File: src/rtl/compress_handler.sv
// Run-length encoder: scans a RAM byte region MSB-first and emits {bit, runLen} codes.
// Optional macro COMPRESS_HANDLER_STATS_EN adds the onesCount output.
module compress_handler #(
    parameter int ADDR_W  = 16,
    parameter int LEN_W   = 16,
    parameter int MAX_RUN = 127
) (
    input  logic              clk,
    input  logic              RST,
    input  logic              start,
    input  logic [ADDR_W-1:0] baseAddress,
    input  logic [LEN_W-1:0]  byteCount,
    output logic [ADDR_W-1:0] ramAddress,
    output logic              ramReadSignal,
    input  logic [7:0]        ramDataIn,
    output logic [7:0]        codeOut,
    output logic              codeValid,
    input  logic              codeReady,
    output logic              busy,
    output logic              done,
`ifdef COMPRESS_HANDLER_STATS_EN
    output logic [LEN_W+2:0]  onesCount,
`endif
    output logic [LEN_W-1:0]  codeCount
);
    typedef enum logic [2:0] {
        S_IDLE, S_FETCH, S_WAIT, S_SCAN, S_EMIT, S_FLUSH, S_DONE
    } state_t;

    localparam logic [6:0] LP_MAX = 7'(MAX_RUN);

    state_t             r_state, w_next;
    logic [ADDR_W-1:0]  r_base;
    logic [LEN_W-1:0]   r_count, r_byteIdx, r_codeCount;
    logic [7:0]         r_shift, r_code;
    logic [3:0]         r_bitCnt;
    logic               r_curBit, r_first, r_busy, r_done;
    logic [6:0]         r_runLen;
`ifdef COMPRESS_HANDLER_STATS_EN
    logic [LEN_W+2:0]   r_ones;
`endif

    logic w_bit, w_more, w_split, w_lastBit;

    assign w_bit     = r_shift[7];
    assign w_more    = (r_byteIdx != r_count - LEN_W'(1));
    // The current bit closes the open run when it differs or the run is full.
    assign w_split   = !r_first && ((w_bit != r_curBit) || (r_runLen == LP_MAX));
    assign w_lastBit = (r_bitCnt == 4'd1);

    assign ramReadSignal = (r_state == S_FETCH);
    assign ramAddress    = (r_state == S_FETCH) ? r_base + ADDR_W'(r_byteIdx) : '0;
    assign codeValid     = (r_state == S_EMIT) || (r_state == S_FLUSH);
    assign codeOut       = r_code;
    assign busy          = r_busy;
    assign done          = r_done;
    assign codeCount     = r_codeCount;
`ifdef COMPRESS_HANDLER_STATS_EN
    assign onesCount     = r_ones;
`endif

    always_ff @(posedge clk) begin
        if (RST) r_state <= S_IDLE;
        else     r_state <= w_next;
    end

    always_comb begin
        w_next = r_state;
        case (r_state)
            S_IDLE:  if (start) w_next = (byteCount == '0) ? S_DONE : S_FETCH;
            S_FETCH: w_next = S_WAIT;
            S_WAIT:  w_next = S_SCAN;
            S_SCAN: begin
                if (w_split)        w_next = S_EMIT;
                else if (w_lastBit) w_next = w_more ? S_FETCH : S_FLUSH;
            end
            S_EMIT: begin
                if (codeReady) begin
                    if (r_bitCnt == 4'd0) w_next = w_more ? S_FETCH : S_FLUSH;
                    else                  w_next = S_SCAN;
                end
            end
            S_FLUSH: if (codeReady) w_next = S_DONE;
            S_DONE:  w_next = S_IDLE;
            default: w_next = S_IDLE;
        endcase
    end

    always_ff @(posedge clk) begin
        if (RST) begin
            r_base      <= '0;
            r_count     <= '0;
            r_byteIdx   <= '0;
            r_codeCount <= '0;
            r_shift     <= '0;
            r_code      <= '0;
            r_bitCnt    <= '0;
            r_curBit    <= 1'b0;
            r_runLen    <= '0;
            r_first     <= 1'b0;
            r_busy      <= 1'b0;
            r_done      <= 1'b0;
`ifdef COMPRESS_HANDLER_STATS_EN
            r_ones      <= '0;
`endif
        end else begin
            r_done <= (r_state == S_DONE);
            case (r_state)
                S_IDLE: begin
                    if (start) begin
                        r_base      <= baseAddress;
                        r_count     <= byteCount;
                        r_byteIdx   <= '0;
                        r_first     <= 1'b1;
                        r_codeCount <= '0;
                        r_busy      <= 1'b1;
`ifdef COMPRESS_HANDLER_STATS_EN
                        r_ones      <= '0;
`endif
                    end
                end
                S_WAIT: begin
                    r_shift  <= ramDataIn;
                    r_bitCnt <= 4'd8;
                end
                S_SCAN: begin
                    r_shift  <= {r_shift[6:0], 1'b0};
                    r_bitCnt <= r_bitCnt - 4'd1;
`ifdef COMPRESS_HANDLER_STATS_EN
                    r_ones   <= r_ones + (LEN_W+3)'(w_bit);
`endif
                    // The pending bit is consumed here and opens the next run.
                    if (r_first || w_split) begin
                        r_curBit <= w_bit;
                        r_runLen <= 7'd1;
                        r_first  <= 1'b0;
                    end else begin
                        r_runLen <= r_runLen + 7'd1;
                    end
                    if (w_split)
                        r_code <= {r_curBit, r_runLen};
                    else if (w_lastBit && !w_more)
                        r_code <= {w_bit, r_first ? 7'd1 : r_runLen + 7'd1};
                    if (!w_split && w_lastBit && w_more)
                        r_byteIdx <= r_byteIdx + LEN_W'(1);
                end
                S_EMIT: begin
                    if (codeReady) begin
                        if (r_codeCount != '1) r_codeCount <= r_codeCount + LEN_W'(1);
                        if (r_bitCnt == 4'd0) begin
                            if (w_more) r_byteIdx <= r_byteIdx + LEN_W'(1);
                            else        r_code    <= {r_curBit, r_runLen};
                        end
                    end
                end
                S_FLUSH: begin
                    if (codeReady && r_codeCount != '1) r_codeCount <= r_codeCount + LEN_W'(1);
                end
                S_DONE: r_busy <= 1'b0;
                default: ;
            endcase
        end
    end
endmodule
File: config.mk
export PLATFORM = sky130hd
export DESIGN_NAME = compress_handler
export DESIGN_NICKNAME = d
export VERILOG_FILES = /design/src/rtl/compress_handler.sv
export SDC_FILE = /design/constraint.sdc
export NUM_CORES = 1
export LEC_CHECK = 0
export BUFFER_PORTS_ARGS = -buffer_cell sky130_fd_sc_hd__buf_2
export CAP_MARGIN = 5
export CORE_UTILIZATION = 48
export CTS_CLUSTER_DIAMETER = 200
export DETAILED_ROUTE_END_ITERATION = 6
export PLACE_DENSITY = 0.69
export SLEW_MARGIN = 20
export SYNTH_ARGS = -nofsm -noshare
export SYNTH_HDL_FRONTEND = slang
export SYNTH_SLANG_ARGS = --single-unit
File: constraint.sdc
create_clock -name clk -period 5.9 [get_ports clk]
set_input_delay 1.475 -clock clk [delete_from_list [all_inputs] [get_ports clk]]
set_output_delay 1.475 -clock clk [all_outputs]
set_load 0.005 [all_outputs]
### Yosys cells after proc, flatten, opt, wreduce, memory -nomap -nowiden

Cells that the tools add are included.

| storage, ports and cells | value |
|---|---|
| flip-flop bits (word level) | 98 |

| cells by class | value |
|---|---|
| $add $sub $neg | 6 |
| muxes and demuxes | 34 |
| reduce and logical (&&, ||, !) cells | 28 |
| equal/unequal tests | 23 |

Operators by type and width:

| operator | number |
|---|---|
| $mux W16 | 9 |
| $pmux W16 S3 | 2 |
| $mux W8 | 5 |
| $add A16 B1 Y16 const B | 2 |
| $pmux W8 S2 | 2 |
| $mux W3 | 8 |
| $pmux W3 S6 | 1 |
| $add A16 B16 Y16 | 1 |
| $logic_not A16 Y1 | 1 |
| $ne A16 B16 Y1 | 1 |
| $ne A16 B16 Y1 const B | 1 |
| $sub A16 B1 Y16 const B | 1 |
| $mux W7 | 2 |
| $ne A2 B2 Y1 const B | 7 |
| $reduce_and A5 Y1 | 2 |
| $eq A3 B3 Y1 const B | 3 |
| $pmux W4 S2 | 1 |
| $reduce_bool A2 Y1 | 4 |
| $add A7 B1 Y7 const B | 1 |
| $eq A7 B7 Y1 const B | 1 |
| $eq A3 B2 Y1 const B | 2 |
| $ne A2 B1 Y1 const B | 3 |
| $ne A3 B3 Y1 const B | 2 |
| $reduce_and A2 Y1 | 3 |
| 15 further kinds | 26 |

### Depth between registers and ports, before layout

| logic depth | value |
|---|---|
| word-level depth | 8 |
| depth in mapped cells | 12 |

### Worst setup path after synthesis

No wires, ideal clock.

| path | value |
|---|---|
| kind | reg2out |
| start | register r_byteIdx[0] |
| end | output port ramAddress[14] |
| data required time | 4.425 ns |
| arrival | 2.436 ns |
| setup slack | 1.989 ns |
| stages on the path, launching flop included | 12 |
| buffers on the path | 0 |
| path through | dfxtp_1 -> ha_1 -> fa_1 -> a211oi_1 -> o21bai_1 -> a31oi_1 -> o211ai_1 -> a21o_1 -> a21oi_1 -> o21ai_0 -> xnor2_1 -> nor2_1 |

| between the ends | value |
|---|---|
| cells in the longest elaborated chain, start to end | 2 |

Ends and longest elaborated chain:

| element | line | RTL |
|---|---|---|
| start: declaration | 34 | `logic [LEN_W-1:0] r_count, r_byteIdx, r_codeCount;` |
| start signal: assignment | 145 | `r_byteIdx <= r_byteIdx + LEN_W'(1);` |
| start signal: assignment | 151 | `if (w_more) r_byteIdx <= r_byteIdx + LEN_W'(1);` |
| $add A16 B16 Y16 | 52 | `assign ramAddress = (r_state == S_FETCH) ? r_base + ADDR_W'(r_byteIdx) : '0;` |
| $mux W16 | 52 |  |
| end: declaration | 13 | `output logic [ADDR_W-1:0] ramAddress,` |

Every way passes these cells.

### Worst setup path after layout

| path | value |
|---|---|
| start | register r_byteIdx[1] |
| end | output port ramAddress[15] |

Same word-level chain as after synthesis.

==> run metrics <==
Tcrit/Tclk final 0.802; final setup fails 0; gp weighted congestion 0.878; RSZ-0062 raised after global routing no; Design Area, Final 6390 um^2; Leak 0.00265 uW; Die X roughly 110 um; HPWL after detailed placement roughly 10000 um; Initial Util 0.493; number of fill cells in the layout about 1100; GRT overflow 0; sequential element share of the synthesized area 0.349; Worst R2R Setup Slack 2050 ps; Fin Clk Skew roughly 7.7 ps; clk buf depth 2; delay-heaviest family, CP compound AO/OA/AOI/OAI gates; Design Power 1710 uW; DRT iter0 DRCs around 400; main flop type after synthesis dfxtp_1; fin util 0.560; Pins Over Slew Limit 0; Critical Path Source Type register; Layout Area Growth over Synthesis 13.6%; Seq cells post-synth 98; required time of the critical path 4430 ps; Synth Area per Inst roughly 7.7 um^2; aggregate routed wire length ~14000 um; Crit Path Category register to output pin; syn nets between 800 and 900; CP peak stage delay 480 ps; EDFF count, synth 0; storage element area approximately 2000 um^2; # diodes 0; area of the multi-input gates about 3400 um^2; Async S/R FF share, synth 0; CTS tree built; wire per inst between 15 and 20 um; CTS Buf Count 9; WP buf/inv 1; number of post-CTS setup repair buffers 0; Pre-antenna DRT Iters 5; Slowest-stage cell, CP dfxtp_1; final worst slack roughly 1200 ps; IO Count 88; Max-Cap Viols 0; relative slew slack 0.307; Power Dens Cells between 200 and 300 nW/um^2; final hold violation count 0; nets between 800 and 900; Area after DPL between 6000 and 7000 um^2; Synth top area share 0.349; CP cell instances ha_1 > a211oi_1 > o21a_1 > o31ai_1 > o41ai_1 > o21ai_0 > a21o_1 > a21oi_1 > xnor2_1 > nor2_1 > buf_2; Worst-path clk slew 70 ps; average vias per placed instance between 5 and 6; top-count cell post-synth nand2_1; H-tree depth 3; CP max FO 6; die height between 100 and 150 um; Worst-Margin Slew between 1000 and 1500 ps; maximum vdd ir drop approximately 0.00015 V; cell accounting for the most synthesized area dfxtp_1; Resized Gates After CTS 0; CP endpoint kind output pin; synthesized instance count around 730; Yosys warning total 0; layout cell share with drive strength beyond 1 0.143; clk root buf clkbuf_16; clk sinks 98; Yosys cell types between 50 and 60; core area between 10000 and 15000 um^2; Worst EP arrival approximately 3300 ps; total track usage 0.246; clk_lat worst skew 350 ps; Min-Delay Path Class register to register; Sum Neg Setup Slack 0 ps; Port Buf Inserts between 80 and 90; run status finished clean; Final min period approximately 4700 ps; first-pass GRT wire length 23100 um; pre-CTS WS about 1600 ps; DR DRC count 0; Post-Syn Area about 5600 um^2; Peak Freq between 0.2 and 0.25 GHz; Commonest cells post-synth 109 x nand2_1, 98 x dfxtp_1, 88 x nor2_1, 84 x a21oi_1, 35 x clkbuf_1; pin count of the biggest net entering global routing 56; largest cells by area after synthesis dfxtp_1 35%, a21oi_1 7.5%, nand2_1 7.3%; CTS Hold Bufs 0; DRT antenna net count 0; vias in the first global route between 4000 and 5000; via count between 5000 and 6000; initial antenna violation count 0; total die area between 10000 and 15000 um^2; FP Rows 39
==> cells in the final DEF, fill, tap and decap left out, drive strengths merged, types with 4 or more instances in the layout <==
master	n
nand2	109
dfxtp	98
buf	91
nor2	88
a21oi	84
o21ai	32
xor2	23
xnor2	22
ha	22
nand3	22
nor3	19
a211oi	19
and3	18
mux2i	15
clkbuf	12
inv	11
nor4	10
nand2b	9
or3	9
nand4	8
a31oi	8
nor3b	6
o41ai	5
nand3b	5
a21o	5
and2	4
o21a	4
==> registers in the layout, indices dropped and copies added (netlist names) <==
name       cells
r_shift        8
r_runLen       7
r_curBit       1
done           1
r_count       16
busy           1
codeCount     16
codeOut        8
r_base        16
r_state        3
r_byteIdx     16
r_first        1
r_bitCnt       4
==> report_power, final <==
| part | internal [uW] | switching, uW |
|---|---|---|
| Sequential | 699 | 41.8 |
| Clock | 369 | 246 |
| Combinational | 136 | 216 |
| Total | 1200 | 504 |
==> per-stage QoR <==
stage               cells  hold WS, ps
global route          940          470
global placement      925          447
finish                940          455
detailed placement    925          450
CTS                   940          458
floorplan             734          432
==> tightest hold or removal path: cells and delay by family (launching register included) <==
kind	cells	cell delay, ps
simple gates	1	50
flops	1	310
compound gates	1	50
==> cell families after synthesis <==
family                     count (synthesis)  synth area share
and+or+nand+nor                          323             0.272
AOI/OAI and AO/OA                        176             0.190
DFF                                       98             0.349
buffers and inverters                     54            0.0398
xor gates and xnor gates                  45            0.0700
adders and majority gates                 23            0.0525
muxes                                     15            0.0267
==> metal layers <==
metal,GRT usage,vias up,routed length (um)
met4,0.119,0,306
li1,-,2706,-
met5,0,-,0
met3,0.0417,25,654
met2,0.397,156,6750
met1,0.318,2497,6690
==> worst paths after layout <==
path,from,endpoint,depth (start not counted)
setup / recovery,r_byteIdx[1],ramAddress[15],11
hold / removal,r_shift[0],r_shift[0],2
setup reg to reg,r_count[0],r_byteIdx[10],9
hold reg to reg,r_shift[0],r_shift[0],2
==> final cells by class <==
type	count	share of cell area
clock buffers	12	0.0370
well taps	143	0.0280
flip-flops and latches	98	0.307
inverters	11	0.00646
clock inverters	3	0.0102
multi-input cells	582	0.539
repair buffers	91	0.0728
(Power assumes the default switching activity.)
